**src/rtl/btn_stepper_pkg.sv**
```systemverilog
// ----------------------------------------------------------------------------
// btn_stepper_pkg
//   Shared definitions for the button-driven state stepper:
//     - clog2()        : ceiling log2 usable in constant expressions
//     - state_width()  : width of the state output, max(1, ceil(log2(n)))
//     - step_dir_e     : step direction taken in a given cycle
//     - decode_dir()   : maps the two rise strobes onto a step direction
//   Optional feature macro used by the conditioner: BTN_STEPPER_DEBOUNCE_EN
// ----------------------------------------------------------------------------
package btn_stepper_pkg;

  // Ceiling log2; clog2(1) = 0, clog2(2) = 1, clog2(5) = 3.
  function automatic int clog2(input int v);
    int r;
    r = 0;
    for (int i = 0; i < 31; i++) begin
      if ((1 << i) < v) r = i + 1;
    end
    return r;
  endfunction

  // A state vector is never narrower than one bit.
  function automatic int state_width(input int n);
    return (clog2(n) < 1) ? 1 : clog2(n);
  endfunction

  typedef enum logic [1:0] {
    DIR_NONE = 2'd0,
    DIR_UP   = 2'd1,
    DIR_DN   = 2'd2
  } step_dir_e;

  // Simultaneous rises cancel: the user pressed both buttons, so neither wins.
  function automatic step_dir_e decode_dir(input logic up_rise, input logic dn_rise);
    step_dir_e d;
    d = DIR_NONE;
    if (up_rise && !dn_rise) d = DIR_UP;
    if (dn_rise && !up_rise) d = DIR_DN;
    return d;
  endfunction

endpackage

```
**src/rtl/btn_conditioner.sv**
```systemverilog
// ----------------------------------------------------------------------------
// btn_conditioner
//   Turns one raw asynchronous push-button into a single-cycle rise strobe:
//   two-flop synchroniser -> filtered level f -> rising-edge detect.
//
//   Build option BTN_STEPPER_DEBOUNCE_EN:
//     defined   : f only follows the synchronised level after it has differed
//                 from f for DB_CYCLES consecutive cycles.
//     undefined : f is a plain register of the synchronised level; DB_CYCLES
//                 is ignored and contact bounce may produce several rises.
//
//   Ports
//     clk    in   clock
//     rst    in   synchronous active-high reset, clears every flop
//     i_btn  in   raw asynchronous button level
//     o_rise out  one-cycle strobe on a 0->1 transition of f
// ----------------------------------------------------------------------------
module btn_conditioner
  import btn_stepper_pkg::*;
#(
  parameter int DB_CYCLES = 16
) (
  input  logic clk,
  input  logic rst,
  input  logic i_btn,
  output logic o_rise
);

  logic r_s0;
  logic r_s1;
  logic r_f;
  logic r_f_d;

  // Metastability guard for the asynchronous input.
  always_ff @(posedge clk) begin
    if (rst) begin
      r_s0 <= 1'b0;
      r_s1 <= 1'b0;
    end else begin
      r_s0 <= i_btn;
      r_s1 <= r_s0;
    end
  end

`ifdef BTN_STEPPER_DEBOUNCE_EN
  localparam int             CW       = (clog2(DB_CYCLES) < 1) ? 1 : clog2(DB_CYCLES);
  localparam logic [CW-1:0]  CNT_LAST = CW'(DB_CYCLES - 1);

  logic [CW-1:0] r_cnt;

  // Counts consecutive cycles where the synchronised level disagrees with f.
  // Any agreement restarts the count, so a pulse shorter than DB_CYCLES can
  // never reach CNT_LAST and f stays put.
  always_ff @(posedge clk) begin
    if (rst) begin
      r_f   <= 1'b0;
      r_cnt <= '0;
    end else if (r_s1 == r_f) begin
      r_cnt <= '0;
    end else if (r_cnt == CNT_LAST) begin
      r_f   <= r_s1;
      r_cnt <= '0;
    end else begin
      r_cnt <= r_cnt + CW'(1);
    end
  end
`else
  always_ff @(posedge clk) begin
    if (rst) r_f <= 1'b0;
    else     r_f <= r_s1;
  end

  // DB_CYCLES has no effect in this build.
  logic w_unused_db;
  assign w_unused_db = (DB_CYCLES > 1);
`endif

  always_ff @(posedge clk) begin
    if (rst) r_f_d <= 1'b0;
    else     r_f_d <= r_f;
  end

  assign o_rise = r_f & ~r_f_d;

endmodule

```
**src/rtl/btn_state_stepper.sv**
```systemverilog
// ----------------------------------------------------------------------------
// btn_state_stepper
//   Up/down state counter of N_STATES states stepped by two raw push-buttons.
//   Each button is conditioned by btn_conditioner; a rise on btn_up steps the
//   state up, a rise on btn_dn steps it down, both together do nothing.
//   WRAP=1 wraps at both ends, WRAP=0 saturates (a saturated hold is not a
//   step). The state never leaves 0..N_STATES-1, also for non-power-of-two
//   N_STATES.
//
//   Build option BTN_STEPPER_DEBOUNCE_EN enables the per-button debounce
//   filter of DB_CYCLES cycles (see btn_conditioner).
//
//   Ports
//     clk     in   clock
//     rst     in   synchronous active-high reset
//     btn_up  in   raw asynchronous button, step up
//     btn_dn  in   raw asynchronous button, step down
//     state   out  current state, width max(1, ceil(log2(N_STATES)))
//     step    out  one-cycle strobe, high the cycle after state changed
//     at_max  out  state == N_STATES-1 (combinational)
//     at_min  out  state == 0 (combinational)
// ----------------------------------------------------------------------------
module btn_state_stepper
  import btn_stepper_pkg::*;
#(
  parameter int N_STATES  = 8,
  parameter int WRAP      = 1,
  parameter int DB_CYCLES = 16
) (
  input  logic                             clk,
  input  logic                             rst,
  input  logic                             btn_up,
  input  logic                             btn_dn,
  output logic [state_width(N_STATES)-1:0] state,
  output logic                             step,
  output logic                             at_max,
  output logic                             at_min
);

  localparam int            SW     = state_width(N_STATES);
  localparam logic [SW-1:0] ST_MAX = SW'(N_STATES - 1);
  localparam logic [SW-1:0] ST_MIN = '0;

  logic          w_up_rise;
  logic          w_dn_rise;
  step_dir_e     w_dir;
  logic [SW-1:0] w_next;
  logic          w_chg;

  logic [SW-1:0] r_state;
  logic          r_chg;
  logic          r_step;

  btn_conditioner #(.DB_CYCLES(DB_CYCLES)) u_cond_up (
    .clk    (clk),
    .rst    (rst),
    .i_btn  (btn_up),
    .o_rise (w_up_rise)
  );

  btn_conditioner #(.DB_CYCLES(DB_CYCLES)) u_cond_dn (
    .clk    (clk),
    .rst    (rst),
    .i_btn  (btn_dn),
    .o_rise (w_dn_rise)
  );

  assign w_dir = decode_dir(w_up_rise, w_dn_rise);

  // Next state. The ends are compared explicitly rather than relying on
  // binary overflow, which keeps non-power-of-two ranges closed.
  always_comb begin
    w_next = r_state;
    w_chg  = 1'b0;
    case (w_dir)
      DIR_UP: begin
        if (r_state == ST_MAX) begin
          if (WRAP != 0) begin
            w_next = ST_MIN;
            w_chg  = 1'b1;
          end
        end else begin
          w_next = r_state + SW'(1);
          w_chg  = 1'b1;
        end
      end
      DIR_DN: begin
        if (r_state == ST_MIN) begin
          if (WRAP != 0) begin
            w_next = ST_MAX;
            w_chg  = 1'b1;
          end
        end else begin
          w_next = r_state - SW'(1);
          w_chg  = 1'b1;
        end
      end
      default: begin
        w_next = r_state;
        w_chg  = 1'b0;
      end
    endcase
  end

  // r_chg marks the edge that moved the state; step follows one edge later
  // so that downstream logic sees the strobe alongside a settled state.
  always_ff @(posedge clk) begin
    if (rst) begin
      r_state <= ST_MIN;
      r_chg   <= 1'b0;
      r_step  <= 1'b0;
    end else begin
      r_state <= w_next;
      r_chg   <= w_chg;
      r_step  <= r_chg;
    end
  end

  assign state  = r_state;
  assign step   = r_step;
  assign at_max = (r_state == ST_MAX);
  assign at_min = (r_state == ST_MIN);

endmodule
```
**config.mk**
```make
export PLATFORM = sky130hd
export DESIGN_NAME = btn_state_stepper
export DESIGN_NICKNAME = d
export VERILOG_FILES = /design/src/rtl/btn_stepper_pkg.sv /design/src/rtl/btn_conditioner.sv /design/src/rtl/btn_state_stepper.sv
export SDC_FILE = /design/constraint.sdc
export NUM_CORES = 1
export LEC_CHECK = 0
export CAP_MARGIN = 20
export CORE_AREA = 2 2 39 41
export DETAILED_ROUTE_END_ITERATION = 8
export DIE_AREA = 0 0 41 43
export REMOVE_ABC_BUFFERS = 1
export SYNTH_ARGS = -nofsm -noshare
export SYNTH_HDL_FRONTEND = slang
export SYNTH_SLANG_ARGS = --single-unit
```
**constraint.sdc**
```tcl
create_clock -name clk -period 1.56 [get_ports clk]
set_clock_uncertainty 0.1 [all_clocks]
set_input_delay 0.234 -clock clk [delete_from_list [all_inputs] [get_ports clk]]
set_output_delay 0.234 -clock clk [all_outputs]
set_load 0.02 [all_outputs]
```
==> impl_metrics.tcl <==
set metrics [dict create \
    outcome "complete, no violations" \
    initial_core_util_pct 35.6 \
    clkSinkCount 13 \
    grt_max_degree 8 \
    place_worst_setup_slack_ns -0.153 \
    numCtsBuffers 3 \
    crit_arrival_ns 1.16 \
    static-leakage-power_uw 0.000316 \
    die-height_um 43 \
    final_critical_path_setup_slack_ns 0.0648 \
    worst_ir_drop_vdd_uv 509 \
    maxCapViolCount 0 \
    power.sequential.fraction_pct 52.7 \
    synthToLayoutAreaGrowth_pct 45.7 \
    setup_viol_count_final 0 \
    hp-class "reg -> reg" \
    drtPass1Iterations 4 \
    die_w_um 41 \
    detail_route.iter0.violations 1 \
    syn_area_per_cell_um2 11.0 \
    path_class "reg -> out" \
    final_layout_size_suffix_gt1_share_pct 35.9 \
    overall_die_area_um2 1760 \
    finalWeightedCongestion 0.629 \
    post-route-period-util_pct 95.8 \
    max-clock-path-buffers 2 \
    number_of_global_route_vias_before_repair 346 \
    power_density_relative_to_cell_area_nw_per_um2 929 \
    cts_hold_bufs 0 \
    crit_path_end_kind "primary output" \
    cp-start-kind "flip-flop" \
    cp-startpoint "state[0]" \
    finish.net_count 74 \
    clock_share_of_power_pct 29.6 \
    core_box_area_um2 1380 \
    p_switching_uw 156 \
    grt.overflow.total 0 \
    grt.total_usage_pct 11.3 \
    internal-power_uw 512 \
    fin_crit_ns 1.50 \
    max_freq_ghz 0.669 \
    crit-reg2reg-launch "state[0]" \
    category_of_cells_accounting_for_the_largest_share_of_critical_path_delay "flip-flops" \
    p_sw_share_pct 23.3 \
    timing.final.hold_violations 0 \
    drt-total-wl_um 794 \
    grt_setup_unrepaired "false" \
    final.hold.worst_slack_ns 0.342 \
    clk_root_buffer_cell "sky130_fd_sc_hd__clkbuf_4" \
    portBuffers 9 \
    synth_cell_types 13 \
    synthesis.yosys.warnings 0 \
    nFillCells 134 \
    avgViaCountPerCell 4.38 \
    ant_nets 0 \
    share_comb_of_total_power_pct 17.7 \
    std_cell_rows 14 \
    wl_per_cell_um 9.93 \
    via_count 350 \
    slew_viol_final 0 \
    setup_tns_ns 0 \
    io_pins 10 \
    diodes 0 \
    cts.repair_timing.setup_buffer_count 0 \
    critPathSlowestCell "sky130_fd_sc_hd__dfxtp_2" \
    clkSlewWorstSetupHoldPaths_ns 0.07 \
    timing.critical_path.fanout_max 4 \
    crit_required_ns 1.23 \
    clk-insertion-delay-late_ns 0.26 \
    pin_slew_with_the_least_headroom_to_its_limit_ns 0.247 \
    syn-instance-count 45 \
    power_uw 667 \
    cts.htree.levels 1 \
    final_core_util_pct 51.9 \
    grt_antenna_before_repair 0 \
    syn-cell-area_um2 493 \
    grt_first_pass_wirelength_um 1300 \
    maxSlewHeadroom_pct 83.5 \
    crit_chain "inv_1 -> ha_2 -> ha_4 -> buf_6" \
    critical-path-max-stage-delay_ns 0.36 \
    clock_tree_from_tritoncts "done" \
    drc_errors 0 \
    synth.ff_latch_count 13 \
    synth_sequential_area_ratio_pct 52.8 \
    worstPathBufferInverterCount 2 \
    worstHoldStart "u_cond_up.r_s0" \
    place_hpwl_um 582 \
]
power groups by stage:
stage                     Combinational, µW  Sequential [µW]  Clock, µW
after floorplan                        41.4              364          0
after global placement                 97.0              358          0
after detailed placement               99.2              359          0
after CTS                              96.8              351        210
after global routing                    130              353        227
final                                   118              352        198
placed cells by master, fill, tap and decap left out, types with 2 or more instances in the layout:
cell type and count:
sky130_fd_sc_hd__dlygate4sd2_1 3, sky130_fd_sc_hd__dfxtp_2 2, sky130_fd_sc_hd__a211oi_2 2, sky130_fd_sc_hd__buf_4 7
sky130_fd_sc_hd__dfxtp_1 11, sky130_fd_sc_hd__ha_2 2, sky130_fd_sc_hd__clkdlybuf4s50_1 4, sky130_fd_sc_hd__nor2b_1 11
sky130_fd_sc_hd__clkbuf_4 3, sky130_fd_sc_hd__a211oi_1 2, sky130_fd_sc_hd__inv_1 3, sky130_fd_sc_hd__ha_1 2
synth_stat cells, drive strengths merged:
cell | instances | share of area [%]
a211oi | 4 | 6.1
a21o | 1 | 1.5
a21oi | 1 | 1.0
a221oi | 1 | 3.0
buf | 1 | 1.0
dfxtp | 13 | 53
ha | 5 | 13
inv | 4 | 3.0
nand2b | 2 | 2.5
nor2 | 1 | 0.76
nor2b | 11 | 14
nor3b | 1 | 1.5
worst paths after layout:
check	to	slack, ns	cells after the start
worst min register to register	u_cond_up.r_s1	0.34	1
worst max-delay path	at_min	0.06	4
worst max register to register	state[1]	0.07	7
worst min-delay path	u_cond_up.r_s1	0.34	1
layout make-up:
| cell class | instances | area (µm²) | share of cell area (%) |
|---|---|---|---|
| clock buffers | 4 | 26.3 | 3.66 |
| repair buffers | 16 | 135 | 18.8 |
| well taps | 16 | 20.0 | 2.79 |
| multi-input cells | 27 | 259 | 36.1 |
| flip-flops and latches | 13 | 263 | 36.6 |
| inverters | 4 | 15.0 | 2.09 |
timing repair:
action | 4_1_cts | 5_1_grt
setup endpoints to repair | 6 | 3
gates resized for setup | 17 | 7
gates cloned | 0 | 0
pin swaps | 0 | 1
hold endpoints to repair | 0 | 0
sequential cells by signal, summed over array words and instances, names as in the netlist:
name / flops
r_chg: 1
state: 3
step: 1
u_cond_dn.r_f: 1
u_cond_dn.r_f_d: 1
u_cond_dn.r_s0: 1
u_cond_dn.r_s1: 1
u_cond_up.r_f: 1
u_cond_up.r_f_d: 1
u_cond_up.r_s0: 1
u_cond_up.r_s1: 1
metal layers:
metal  part of all wire, %  track usage (%)  wire, µm
met5                     0                0         0
met4                     0             8.00         0
met3                   5.5             3.14        44
met2                    51             17.2       406
met1                    43             12.6       344
stage by stage:
stage | cells | cell area (µm²)
global placement | 76 | 651
finish | 80 | 718
CTS | 80 | 681
global route | 80 | 718
detailed placement | 76 | 651
floorplan | 44 | 488
kinds of logic (layout without fill, tap and decap cells):
kind of cell | count (synthesis) | count (layout) | share of synthesized area [%]
simple gates | 15 | 15 | 18.8
flops | 13 | 13 | 52.8
compound gates | 7 | 7 | 11.7
fa+ha+maj | 5 | 5 | 12.7
buf+inv | 5 | 24 | 4.06
worst reg2reg max path: stages (launching register included):
cell,delay (ns)
sky130_fd_sc_hd__dfxtp_2,0.36
sky130_fd_sc_hd__inv_1,0.06
sky130_fd_sc_hd__ha_2,0.20
sky130_fd_sc_hd__ha_4,0.16
sky130_fd_sc_hd__buf_4,0.13
sky130_fd_sc_hd__nand2b_4,0.13
sky130_fd_sc_hd__a211oi_2,0.19
sky130_fd_sc_hd__a211oi_2,0.05
Note: power is estimated with default switching activity, not from simulation.
